## src/rtl/pipelined_cla_adder.sv

```systemverilog
// Pipelined carry-lookahead adder/subtractor.
// One GROUP-bit lookahead group per stage, carry registered between stages.
module pipelined_cla_adder #(
  parameter int WIDTH = 16,
  parameter int GROUP = 4
) (
  input  logic             CLK,
  input  logic             RST_N,
  input  logic             IN_VALID,
  output logic             IN_READY,
  input  logic [WIDTH-1:0] A,
  input  logic [WIDTH-1:0] B,
  input  logic             C_IN,
  input  logic             SUB,
  output logic             OUT_VALID,
  input  logic             OUT_READY,
  output logic [WIDTH-1:0] SUM,
  output logic             C_OUT,
  output logic             OVF
);

  localparam int NSTG = WIDTH / GROUP;

  if (GROUP < 1 || WIDTH < GROUP || (WIDTH % GROUP) != 0) begin : g_bad
    $error("WIDTH must be a positive multiple of GROUP");
  end

  // Two-level lookahead: each carry is a flat OR of AND terms.
  // Bit i of the result is the carry into bit i; bit GROUP is carry-out.
  function automatic logic [GROUP:0] cla(
    input logic [GROUP-1:0] p,
    input logic [GROUP-1:0] g,
    input logic             ci
  );
    logic [GROUP:0] c;
    logic           t;
    c    = '0;
    c[0] = ci;
    for (int i = 0; i < GROUP; i++) begin
      t = ci;
      for (int j = 0; j <= i; j++) t = t & p[j];
      c[i+1] = t;
      for (int j = 0; j <= i; j++) begin
        t = g[j];
        for (int m = j + 1; m <= i; m++) t = t & p[m];
        c[i+1] = c[i+1] | t;
      end
    end
    return c;
  endfunction

  logic             stall;
  logic [WIDTH-1:0] bx;
  logic             cin;
  logic             ovf_q;

  assign stall    = OUT_VALID & ~OUT_READY;
  assign IN_READY = ~stall;
  assign bx       = SUB ? ~B : B;
  assign cin      = SUB | C_IN;

  for (genvar k = 0; k < NSTG; k++) begin : g_stg
    localparam int BW = WIDTH - k * GROUP;

    logic [BW-1:0]    b_in;
    logic [WIDTH-1:0] x_in;
    logic [WIDTH-1:0] x_d;
    logic [WIDTH-1:0] x_q;
    logic             c_in;
    logic             c_q;
    logic             v_in;
    logic             v_q;
    logic [GROUP-1:0] p;
    logic [GROUP-1:0] g;
    logic [GROUP:0]   cy;

    if (k == 0) begin : g_head
      assign b_in = bx;
      assign x_in = A;
      assign c_in = cin;
      assign v_in = IN_VALID;
    end else begin : g_body
      assign b_in = g_stg[k-1].g_skew.b_q;
      assign x_in = g_stg[k-1].x_q;
      assign c_in = g_stg[k-1].c_q;
      assign v_in = g_stg[k-1].v_q;
    end

    assign p  = x_in[k*GROUP +: GROUP] ^ b_in[GROUP-1:0];
    assign g  = x_in[k*GROUP +: GROUP] & b_in[GROUP-1:0];
    assign cy = cla(p, g, c_in);

    // x carries finished sum bits below this group and unused A bits above.
    always_comb begin
      x_d = x_in;
      x_d[k*GROUP +: GROUP] = p ^ cy[GROUP-1:0];
    end

    // Stage register; the whole pipe freezes while the output is stalled.
    always_ff @(posedge CLK or negedge RST_N) begin
      if (!RST_N) begin
        x_q <= '0;
        c_q <= 1'b0;
        v_q <= 1'b0;
      end else if (!stall) begin
        x_q <= x_d;
        c_q <= cy[GROUP];
        v_q <= v_in;
      end
    end

    if (k < NSTG - 1) begin : g_skew
      logic [BW-GROUP-1:0] b_q;

      // Skewed B operand: only groups not yet consumed travel on.
      always_ff @(posedge CLK or negedge RST_N) begin
        if (!RST_N) begin
          b_q <= '0;
        end else if (!stall) begin
          b_q <= b_in[BW-1:GROUP];
        end
      end
    end
  end

  // Signed overflow: carry into the MSB differs from carry out of it.
  always_ff @(posedge CLK or negedge RST_N) begin
    if (!RST_N) begin
      ovf_q <= 1'b0;
    end else if (!stall) begin
      ovf_q <= g_stg[NSTG-1].cy[GROUP] ^ g_stg[NSTG-1].cy[GROUP-1];
    end
  end

  assign OUT_VALID = g_stg[NSTG-1].v_q;
  assign SUM       = g_stg[NSTG-1].x_q;
  assign C_OUT     = g_stg[NSTG-1].c_q;
  assign OVF       = ovf_q;

endmodule

```

## config.mk

```make
export PLATFORM = sky130hd
export DESIGN_NAME = pipelined_cla_adder
export DESIGN_NICKNAME = d
export VERILOG_FILES = /design/src/rtl/pipelined_cla_adder.sv
export SDC_FILE = /design/constraint.sdc
export NUM_CORES = 1
export LEC_CHECK = 0
export BUFFER_PORTS_ARGS = -buffer_cell sky130_fd_sc_hd__buf_2
export CAP_MARGIN = 0
export CORE_MARGIN = 2
export CORE_UTILIZATION = 43
export CTS_CLUSTER_SIZE = 40
export DETAILED_ROUTE_END_ITERATION = 10
export SLEW_MARGIN = 20
export SYNTH_ARGS = -nofsm -noshare
export SYNTH_HDL_FRONTEND = slang
export SYNTH_SLANG_ARGS = --single-unit
```

## constraint.sdc

```tcl
create_clock -name CLK -period 2.2 [get_ports CLK]
set_input_delay 0.33 -clock CLK [delete_from_list [all_inputs] [get_ports CLK]]
set_output_delay 0.33 -clock CLK [all_outputs]
set_load 0.02 [all_outputs]
```

* Yosys cells after proc, flatten, opt, wreduce, memory -nomap -nowiden
Cells that the tools add are included.
** Storage, ports and cells
- Bits of input ports :: 38
- Flip-flop bits (word level) :: 97
- Output and inout bits :: 20
- Logic and storage cells :: 115
** Operators by class
- Mux-type cells :: 1
- Bitwise logic cells :: 98
** Operator list (number)
- $and A1 B1 Y1 :: 41
- $or A1 B1 Y1 :: 41
- $xor A4 B4 Y4 :: 8
- $and A4 B4 Y4 :: 4
- $mux W16 :: 1
- $not A16 Y16 :: 1
- $not A1 Y1 :: 2
- $xor A1 B1 Y1 :: 1

* Logic depth before layout (Yosys ltp)
Gate-level depths: netlist (run 1).
- Depth after elaboration :: 11
- Mapped depth :: 8

* Least setup slack after synthesis (run 1)
OpenSTA, ideal clock, no wires.
- Kind :: input-to-reg
- From :: in SUB
- To :: reg g_stg[0].c_q
- Setup time :: 0.124 ns
- Required time :: 2.076 ns
- Path buffers :: 2
- Setup slack :: 0.090 ns
- Stages :: 8
- Arrival time :: 1.986 ns
- Cells stage by stage :: buf_2 -> buf_4 -> xor2_1 -> ha_1 -> ha_1 -> o211a_1 -> o21a_1 -> o31a_1
** Between the ends
- Longest elaborated chain between the ends :: 10
- Elaborated cells on any way between the ends :: 18
** RTL lines
- start: declaration :: RTL line 14 : input logic SUB,
- $mux W16 :: RTL line 59 : assign bx = SUB ? ~B : B;
- $xor A4 B4 Y4 :: RTL line 89 : assign p = x_in[k*GROUP +: GROUP] ^ b_in[GROUP-1:0];
- $and A1 B1 Y1 (4 in series) :: RTL line 41 : for (int j = 0; j <= i; j++) t = t & p[j];
- $or A1 B1 Y1 (3 in series) :: RTL line 46 : c[i+1] = c[i+1] | t;
- $or A1 B1 Y1 (*) :: RTL line 46
- end signal: assignment :: RTL line 107 : c_q <= cy[GROUP];
- end: declaration :: RTL line 70 : logic c_q;
Every way passes the cells marked *; elsewhere a longest branch is shown, timed or not.
A chain may end at the register's enable or synchronous reset.

* Final worst setup path (run 1)
- From :: reg g_stg[2].x_q[12]
- To :: reg ovf_q (netlist: OVF)
** Between the ends
- Longest elaborated chain between the ends :: 10
- Elaborated cells on any way between the ends :: 17
** RTL lines
- start: declaration :: RTL line 68 : logic [WIDTH-1:0] x_q;
- start signal: assignment :: RTL line 102 : x_q <= '0;
- start signal: assignment :: RTL line 106 : x_q <= x_d;
- $xor A4 B4 Y4 :: RTL line 89
- $and A1 B1 Y1 (4 in series) :: RTL line 41
- $or A1 B1 Y1 (4 in series) :: RTL line 46
- $xor A1 B1 Y1 (*) :: RTL line 131 : ovf_q <= g_stg[NSTG-1].cy[GROUP] ^ g_stg[NSTG-1].cy[GROUP-1];
- end signal: assignment :: RTL line 131
- end: declaration :: RTL line 55 : logic ovf_q;
Marked as above.

==> tab_implementation.tex, run 1 <==
\begin{tabular}{lr}
\hline
Metric & Value \\
\hline
\multicolumn{2}{l}{\textbf{Run status}} \\
Result of the run & completed \\
\multicolumn{2}{l}{\textbf{Floorplan}} \\
Initial core utilization & 0.444 \\
Floorplan die height & between 100 and 150 µm \\
Floorplan die area & $\sim$11000 µm² \\
Die Span X & approximately 100 µm \\
Floorplan row count & 36 \\
Std-Cell Core Area & around 9800 µm² \\
I/O pins & between 50 and 60 \\
\multicolumn{2}{l}{\textbf{Clock network}} \\
Total number of clock tree sinks & 97 \\
Inserted Clock Buffers & 9 \\
Depth of the CTS H-tree & 3 \\
Library cell used as clock root buffer & sky130\_fd\_sc\_hd\_\_clkbuf\_8 \\
Latest clock arrival within the worst-skew pair & 360 ps \\
Post CTS Setup Buffer Count & 0 \\
Clock-pin slew on the worst setup and hold paths & 90 ps \\
Maximum clock path buffer count & 2 \\
CTS tree & built \\
\multicolumn{2}{l}{\textbf{Yosys}} \\
Synthesis warning total & 0 \\
Number of enable-type register cells in the synthesized netlist & 0 \\
Synth unique cells & 27 \\
Post-synthesis area per instance & 9.47 µm² \\
Yosys top cell by area & sky130\_fd\_sc\_hd\_\_dfrtp\_1 \\
Proportion of synthesized flip-flops having asynchronous set or reset & 1.00 \\
Portion of synthesized cell area occupied by the leading cell type & 0.557 \\
Most frequent cells after synthesis & sky130\_fd\_sc\_hd\_\_nand2\_1, sky130\_fd\_sc\_hd\_\_dfrtp\_1, sky130\_fd\_sc\_hd\_\_ha\_1, sky130\_fd\_sc\_hd\_\_o21ai\_0, sky130\_fd\_sc\_hd\_\_xnor2\_1 \\
Most area-consuming cells after synthesis & sky130\_fd\_sc\_hd\_\_dfrtp\_1, sky130\_fd\_sc\_hd\_\_nand2\_1, sky130\_fd\_sc\_hd\_\_ha\_1 \\
Most frequently used cell type in the post-synthesis netlist & sky130\_fd\_sc\_hd\_\_nand2\_1 \\
Most used flip-flop cell after synthesis & sky130\_fd\_sc\_hd\_\_dfrtp\_1 \\
Cell count after synthesis & between 400 and 500 \\
Register area share after synthesis & 0.557 \\
Seq cells post-synth & 97 \\
Number of nets produced by synthesis & 522 \\
Netlist area before placement & 4360 µm² \\
\multicolumn{2}{l}{\textbf{Layout}} \\
Number of diodes & 0 \\
Fin nets & 575 \\
Share of cells above drive strength 1 & 0.158 \\
Filler cell count in the final layout & 992 \\
Area grow syn2layout & 14.6\% \\
\multicolumn{2}{l}{\textbf{Timing}} \\
Crit share post-route & 0.817 \\
Worst slew pin tran & 672 ps \\
Layout Skew & 9.21 ps \\
Setup repair after global routing missed its margin & false \\
Number of setup violations in the final report & 0 \\
Count of pins over their slew limit & 0 \\
Worst-case headroom to the max-slew limit & 0.552 \\
Final Hold Viols & 0 \\
Fmax achieved & 556 MHz \\
Final-layout setup total negative slack & 0 ps \\
Final period demand of the worst path & 1800 ps \\
\multicolumn{2}{l}{\textbf{Min path}} \\
Worst hold path type & in2reg \\
\multicolumn{2}{l}{\textbf{Power and ir drop}} \\
Pwr Total & 6.72 mW \\
Worst IR drop on VDD & about 0.4 mV \\
Power Density & about 1300 nW/µm² \\
Leakage power figure & about 2.6 nW \\
\multicolumn{2}{l}{\textbf{Place}} \\
Half-perimeter wire length of the detailed placement result & 5.35 mm \\
PortBufs & 57 \\
Last weighted congestion value of the routability-driven placer & 0.770 \\
\multicolumn{2}{l}{\textbf{Critical path}} \\
Cell breakdown of the critical path & ha\_1, ha\_1, o211a\_1, or4b\_1, nand3\_1 \\
Req. time, crit path & 2500 ps \\
Kind of capture point of the worst setup path & flip-flop \\
Crit path launch type & flip-flop \\
Critical Path AT & 2100 ps \\
Top cell by count, worst path & sky130\_fd\_sc\_hd\_\_ha\_1 \\
Worst-path cell with the longest stage delay & sky130\_fd\_sc\_hd\_\_or4b\_1 \\
Largest fanout on the critical path & 4 \\
Category of the critical setup timing path & reg2reg \\
Crit-path max cell delay & 500 ps \\
\multicolumn{2}{l}{\textbf{Route}} \\
Detailed Routing Iterations Pass 1 & 4 \\
DRC violation count after routing & 0 \\
Routed wire length & 7.84 mm \\
Routed wire length per instance & 12.0 µm \\
Final antenna-violating net count & 0 \\
Vias & 3044 \\
Violation count after the first detailed-routing iteration & about 150 \\
Average via count per standard cell & 4.68 \\
\multicolumn{2}{l}{\textbf{GRT}} \\
Antenna violations before repair & 0 \\
Congestion Overflow GR & 0 \\
Number of global-route vias before repair & 3030 \\
First-pass GRT wire length & 13.8 mm \\
GR Util All Layers & 0.158 \\
Largest net degree at the start of global routing & 68 \\
\multicolumn{2}{l}{\textbf{Flow run}} \\
Maxcap violations & 0 \\
\hline
\end{tabular}
[timing repair]
action	4_1_cts	5_1_grt
endpoints found under the hold margin	38	0
gates resized for setup	0	0
hold buffers	1	0
[cell usage in the layout (no fill, tap or decap)]
| cell type | count |
|---|---|
| sky130_fd_sc_hd__nand2_1 | 215 |
| sky130_fd_sc_hd__dfrtp_1 | 97 |
| sky130_fd_sc_hd__buf_2 | 56 |
| sky130_fd_sc_hd__ha_1 | 20 |
| sky130_fd_sc_hd__o21ai_0 | 16 |
| sky130_fd_sc_hd__xnor2_1 | 14 |
| sky130_fd_sc_hd__o21a_1 | 12 |
| sky130_fd_sc_hd__clkbuf_8 | 11 |
| sky130_fd_sc_hd__nor3_1 | 8 |
| sky130_fd_sc_hd__o31ai_1 | 8 |
| sky130_fd_sc_hd__inv_1 | 6 |
| sky130_fd_sc_hd__xor2_1 | 6 |
| sky130_fd_sc_hd__buf_4 | 6 |
| sky130_fd_sc_hd__nor2_1 | 5 |
| sky130_fd_sc_hd__o211a_1 | 4 |
| sky130_fd_sc_hd__a21o_1 | 4 |
| sky130_fd_sc_hd__a21oi_1 | 4 |
| sky130_fd_sc_hd__o31a_1 | 4 |
| sky130_fd_sc_hd__nand2b_1 | 4 |
| sky130_fd_sc_hd__fa_1 | 4 |
| sky130_fd_sc_hd__buf_12 | 2 |
| sky130_fd_sc_hd__or2_2 | 1 |
| sky130_fd_sc_hd__nor2b_4 | 1 |
| sky130_fd_sc_hd__inv_2 | 1 |
| sky130_fd_sc_hd__o211ai_1 | 1 |
| sky130_fd_sc_hd__or4b_1 | 1 |
| sky130_fd_sc_hd__nand3_1 | 1 |
| sky130_fd_sc_hd__clkinvlp_4 | 1 |
| sky130_fd_sc_hd__clkinv_4 | 1 |
| sky130_fd_sc_hd__clkinv_2 | 1 |
| sky130_fd_sc_hd__bufinv_16 | 1 |
| sky130_fd_sc_hd__clkbuf_1 | 1 |
| sky130_fd_sc_hd__dlygate4sd3_1 | 1 |
[worst max-delay path, delay by kind of cell (launching register included)]
| family | cells | cell delay (ps) |
|---|---|---|
| and+or+nand+nor | 2 | 590 |
| adders and majority gates | 2 | 500 |
| DFF | 1 | 400 |
| AOI/OAI and AO/OA | 1 | 250 |
[path summary, 6_finish.rpt]
kind,start,end,slack (ps),depth (start not counted)
max,g_stg[2].x_q[12],OVF,400,5
min,A[6],g_stg[0].x_q[6],160,3
max reg2reg,g_stg[2].x_q[12],OVF,400,5
min reg2reg,SUM[7],SUM[7],460,2
max in group asynchronous,RST_N,C_OUT,1050,3
min in group asynchronous,RST_N,SUM[2],490,2
[cells by family after synthesis]
family / after synthesis / share of synthesized area
AND/OR/NAND/NOR: 236 / 0.211
flip-flops: 97 / 0.557
AO/OA/AOI/OAI: 53 / 0.0833
buffers and inverters: 30 / 0.0330
adder cells (fa/ha/maj): 24 / 0.0758
XOR/XNOR: 20 / 0.0402
[per-layer routing]
metal / vias up / global-route usage / wire, µm
li1: 1579 / - / -
met1: 1397 / 0.221 / 4130
met2: 58 / 0.238 / 3260
met3: 10 / 0.0274 / 288
met4: 0 / 0.0771 / 155
met5: - / 0 / 0
[registers in the layout (all words and copies together) (netlist names)]
name              flops
OUT_VALID             1
g_stg.c_q             3
g_stg.x_q            48
g_stg.v_q             3
OVF                   1
SUM                  16
g_stg.g_skew.b_q     24
C_OUT                 1
[stage by stage]
stage               utilization  cells  setup WS, ps  hold WS [ps]  area (µm²)
floorplan                     -    460          90.4          34.4        4360
global placement          0.487    634           218           353        4780
detailed placement        0.487    634           166           356        4780
CTS                       0.509    651           406           140        5000
global route              0.509    651           319           146        5000
finish                    0.509    651           403           158        5000
[power by group]
group,leakage (nW),internal (mW),total (mW),switching (mW)
Sequential,1.17,2.57,3.00,0.428
Clock,0.103,0.589,1.19,0.600
Combinational,1.35,1.04,2.53,1.49
Total,2.62,4.20,6.72,2.51
[cell type report]
cell class                      count  area (µm²)  area share
Sequential cell                    97        2430       0.486
Multi-Input combinational cell    333        1790       0.359
Timing Repair Buffer               65         375      0.0751
Tap cell                          133         166      0.0333
Clock buffer                       12         155      0.0311
Clock inverter                      4        51.3      0.0103
Inverter                            7        26.3     0.00526
No activity file was read; power rests on OpenSTA's default activity.
==> run 2: changes to the inputs <==
--- a/config.mk
+++ b/config.mk
@@ -5,6 +5,7 @@
 export SDC_FILE = /design/constraint.sdc
 export NUM_CORES = 1
 export LEC_CHECK = 0
+export ABC_AREA = 1
 export BUFFER_PORTS_ARGS = -buffer_cell sky130_fd_sc_hd__buf_2
 export CAP_MARGIN = 0
 export CORE_MARGIN = 2
==> constraint.sdc (replaced) <==
create_clock -name CLK -period 1.8 [get_ports CLK]
set_input_delay 0.27 -clock CLK [delete_from_list [all_inputs] [get_ports CLK]]
set_output_delay 0.27 -clock CLK [all_outputs]
set_load 0.02 [all_outputs]
==> tab_implementation.tex, run 2 <==
\begin{tabular}{lr}
\hline
Metric & Value \\
\hline
\multicolumn{2}{l}{\textbf{Run status}} \\
Result of the run & completed \\
\multicolumn{2}{l}{\textbf{GRT}} \\
Antenna violations before repair & 0 (unchanged) \\
First-pass GRT wire length & 14.3 mm (+3.2\%) \\
Congestion Overflow GR & 0 (unchanged) \\
Number of global-route vias before repair & 3105 (+2.5\%) \\
GR Util All Layers & 0.162 (+0.00379) \\
Largest net degree at the start of global routing & 94 (+38\%) \\
\multicolumn{2}{l}{\textbf{Floorplan}} \\
Std-Cell Core Area & 9820 µm² (unchanged) \\
I/O pins & 58 (unchanged) \\
Floorplan die area & 11000 µm² (+0.12\%) \\
Floorplan row count & 36 (unchanged) \\
Floorplan die height & 105 µm (about the same) \\
Die Span X & 105 µm (about the same) \\
Initial core utilization & 0.444 (+0.000510) \\
\multicolumn{2}{l}{\textbf{Place}} \\
Last weighted congestion value of the routability-driven placer & 0.761 (-1.2\%) \\
Dpl ws & 98.6 ps (-67.8 ps) \\
Half-perimeter wire length of the detailed placement result & 5.39 mm (+0.72\%) \\
Inst Count DP & 660 (+4.1\%) \\
PortBufs & 57 (unchanged) \\
Placement Cell Area & 4810 µm² (+0.58\%) \\
\multicolumn{2}{l}{\textbf{Yosys}} \\
Netlist area before placement & 4360 µm² (+0.11\%) \\
Number of nets produced by synthesis & 543 (+4.0\%) \\
Most frequently used cell type in the post-synthesis netlist & sky130\_fd\_sc\_hd\_\_nand2\_1 \\
Number of enable-type register cells in the synthesized netlist & 0 (unchanged) \\
Portion of synthesized cell area occupied by the leading cell type & 0.556 (-0.000639) \\
Post-synthesis area per instance & 9.07 µm² (-4.3\%) \\
Synthesis warning total & 0 (unchanged) \\
Most frequent cells after synthesis & sky130\_fd\_sc\_hd\_\_nand2\_1, sky130\_fd\_sc\_hd\_\_dfrtp\_1, sky130\_fd\_sc\_hd\_\_o21ai\_0, sky130\_fd\_sc\_hd\_\_ha\_1 \\
Cell count after synthesis & 481 (+4.6\%) \\
Seq cells post-synth & 97 (unchanged) \\
Proportion of synthesized flip-flops having asynchronous set or reset & 1.00 (unchanged) \\
Synth unique cells & 19 (-30\%) \\
Register area share after synthesis & 0.556 (-0.000639) \\
Most used flip-flop cell after synthesis & sky130\_fd\_sc\_hd\_\_dfrtp\_1 \\
Most area-consuming cells after synthesis & sky130\_fd\_sc\_hd\_\_dfrtp\_1, sky130\_fd\_sc\_hd\_\_nand2\_1, sky130\_fd\_sc\_hd\_\_ha\_1 \\
Yosys top cell by area & sky130\_fd\_sc\_hd\_\_dfrtp\_1 \\
\multicolumn{2}{l}{\textbf{Timing}} \\
Setup repair after global routing missed its margin & false \\
Least setup slack across all paths after layout & 124 ps (-279 ps) \\
Crit share post-route & 0.931 \\
Number of setup violations in the final report & 0 (unchanged) \\
Final period demand of the worst path & 1680 ps \\
Layout Skew & 3.06 ps (-6.15 ps) \\
Count of pins over their slew limit & 0 (unchanged) \\
Worst-case headroom to the max-slew limit & 0.633 (+0.0805) \\
Final Hold Viols & 0 (unchanged) \\
Fmax achieved & between 500 and 600 MHz \\
Worst slew pin tran & 551 ps (-121 ps) \\
Final-layout setup total negative slack & 0 ps (unchanged) \\
\multicolumn{2}{l}{\textbf{Layout}} \\
Leading cell type in the layout, fill and taps excluded & sky130\_fd\_sc\_hd\_\_nand2\_1 \\
Final Cell Area & 4990 µm² (about the same) \\
Number of diodes & 0 (unchanged) \\
Area grow syn2layout & 14.5\% \\
Largest register FFs & 48 (unchanged) \\
Share of cells above drive strength 1 & 0.155 (-0.00361) \\
Fin nets & 601 (+4.5\%) \\
Combined flip-flop and latch cell area & 2430 µm² (unchanged) \\
Top reg by flops & g\_stg.x\_q \\
Final cell count without fillers & 676 (+3.8\%) \\
Leading cell types in the layout, fill and taps excluded & sky130\_fd\_sc\_hd\_\_nand2\_1, sky130\_fd\_sc\_hd\_\_dfrtp\_1, sky130\_fd\_sc\_hd\_\_buf\_2 \\
Area of the multi-input gates & 1740 µm² (-2.9\%) \\
Filler cell count in the final layout & 994 (+0.20\%) \\
\multicolumn{2}{l}{\textbf{Power and ir drop}} \\
Int Pwr & 4.97 mW (+18\%) \\
Power Density & 1620 nW/µm² (+20\%) \\
Leakage power figure & 2.63 nW (+0.26\%) \\
Net Sw Frac & 0.384 (+0.00980) \\
Worst IR drop on VDD & 0.475 mV (+19\%) \\
Part of the total power dissipated in combinational logic & 0.379 (+0.003) \\
Part of the power in the clock network & 0.165 (-0.012) \\
Fraction of power consumed by sequential logic & 0.455 (+0.008) \\
Net Switching & 3.10 mW (+23\%) \\
\multicolumn{2}{l}{\textbf{Route}} \\
DRC violation count after routing & 0 (unchanged) \\
Vias & 3051 (+0.23\%) \\
Routed wire length & 7.91 mm (+0.87\%) \\
Average via count per standard cell & 4.51 (-3.5\%) \\
Violation count after the first detailed-routing iteration & 114 (-26\%) \\
Routed wire length per instance & 11.7 µm (-2.9\%) \\
Detailed Routing Iterations Pass 1 & 4 (unchanged) \\
Final antenna-violating net count & 0 (unchanged) \\
\multicolumn{2}{l}{\textbf{Clock network}} \\
Total number of clock tree sinks & 97 (unchanged) \\
Library cell used as clock root buffer & sky130\_fd\_sc\_hd\_\_clkbuf\_8 \\
Number of cells upsized or downsized after cts & 0 (unchanged) \\
CTS tree & built \\
Depth of the CTS H-tree & 3 (unchanged) \\
Clock-pin slew on the worst setup and hold paths & 80 ps (about the same) \\
Latest clock arrival within the worst-skew pair & 360 ps (about the same) \\
Inserted Clock Buffers & 9 (unchanged) \\
Maximum clock path buffer count & 2 (unchanged) \\
\multicolumn{2}{l}{\textbf{Critical path}} \\
Length in cells of the worst reg-to-reg path & 9 (+4) \\
Largest fanout on the critical path & 15 (+11) \\
Category of the critical setup timing path & reg2out \\
Crit path launch type & flip-flop \\
Kind of capture point of the worst setup path & output pin \\
Req. time, crit path & 1530 ps (-970 ps) \\
Critical Path AT & 1410 ps (-690 ps) \\
\multicolumn{2}{l}{\textbf{Flow run}} \\
Maxcap violations & 0 (unchanged) \\
\multicolumn{2}{l}{\textbf{Min path}} \\
Cells on Worst Hold Path & 3 (unchanged) \\
Worst hold path type & in2reg \\
\hline
\end{tabular}
[run 2: cell families (layout without fill, tap and decap cells)]
kind of cell / Yosys count / after routing / share of synthesized area
flops: 97 / 97 / 0.556
compound gates: 35 / 35 / 0.0401
buf+inv: 39 / 101 / 0.0462
fa+ha+maj: 24 / 24 / 0.0757
xor+xnor: 21 / 21 / 0.0422
simple gates: 265 / 265 / 0.239
[run 2: metrics by stage]
step | hold WS, ps | total power [mW] | utilization
after floorplan | -25.6 | 5.93 | -
after global placement | 288 | 6.69 | 0.490
after detailed placement | 297 | 6.82 | 0.490
after CTS | 88.1 | 8.17 | 0.509
after global routing | 91.6 | 8.88 | 0.509
final | 95.8 | 8.07 | 0.509
[run 2: worst max-delay path: stages (launching register included)]
cell and delay (ps):
sky130_fd_sc_hd__dfrtp_1 400, sky130_fd_sc_hd__inv_1 100, sky130_fd_sc_hd__nor2_4 60, sky130_fd_sc_hd__inv_2 240, sky130_fd_sc_hd__buf_2 230
[run 2: repair_timing]
item                                   4_1_cts  5_1_grt
buffers inserted                             0        0
setup endpoints to repair                    0        0
hold buffers                                 1        0
endpoints found under the hold margin       38        0
[run 2: final timing paths]
path	from	to	slack (ps)
worst max-delay path	OUT_VALID	IN_READY	120
worst max register to register	g_stg[1].x_q[8]	g_stg[2].x_q[11]	290
max in group asynchronous	RST_N	g_stg[2].x_q[6]	740
min in group asynchronous	RST_N	g_stg[0].x_q[11]	440
worst min register to register	g_stg[2].v_q	OUT_VALID	460
worst min-delay path	A[11]	g_stg[0].x_q[11]	100
[run 2: final cells by class]
class | count | area share
Clock buffer | 11 | 0.0263
Inverter | 17 | 0.0128
Tap cell | 133 | 0.0333
Clock inverter | 4 | 0.00902
Multi-Input combinational cell | 345 | 0.349
Sequential cell | 97 | 0.486
Timing Repair Buffer | 69 | 0.0837
[run 2: metal layers]
metal | vias to the layer above | wire (µm) | track usage
li1 | 1604 | - | -
met1 | 1388 | 3960 | 0.219
met2 | 52 | 3520 | 0.254
met3 | 7 | 331 | 0.0437
met4 | 0 | 97 | 0.0514
met5 | - | 0 | 0
[run 2: power groups by stage]
| stage | sequential, mW | clock, mW | combinational (mW) |
|---|---|---|---|
| 2_1_floorplan | 3.86 | 0 | 2.07 |
| 3_3_place_gp | 3.70 | 0 | 2.99 |
| 3_5_place_dp | 3.72 | 0 | 3.10 |
| 4_1_cts | 3.69 | 1.37 | 3.11 |
| 5_1_grt | 3.80 | 1.46 | 3.62 |
| 6_report | 3.67 | 1.33 | 3.06 |
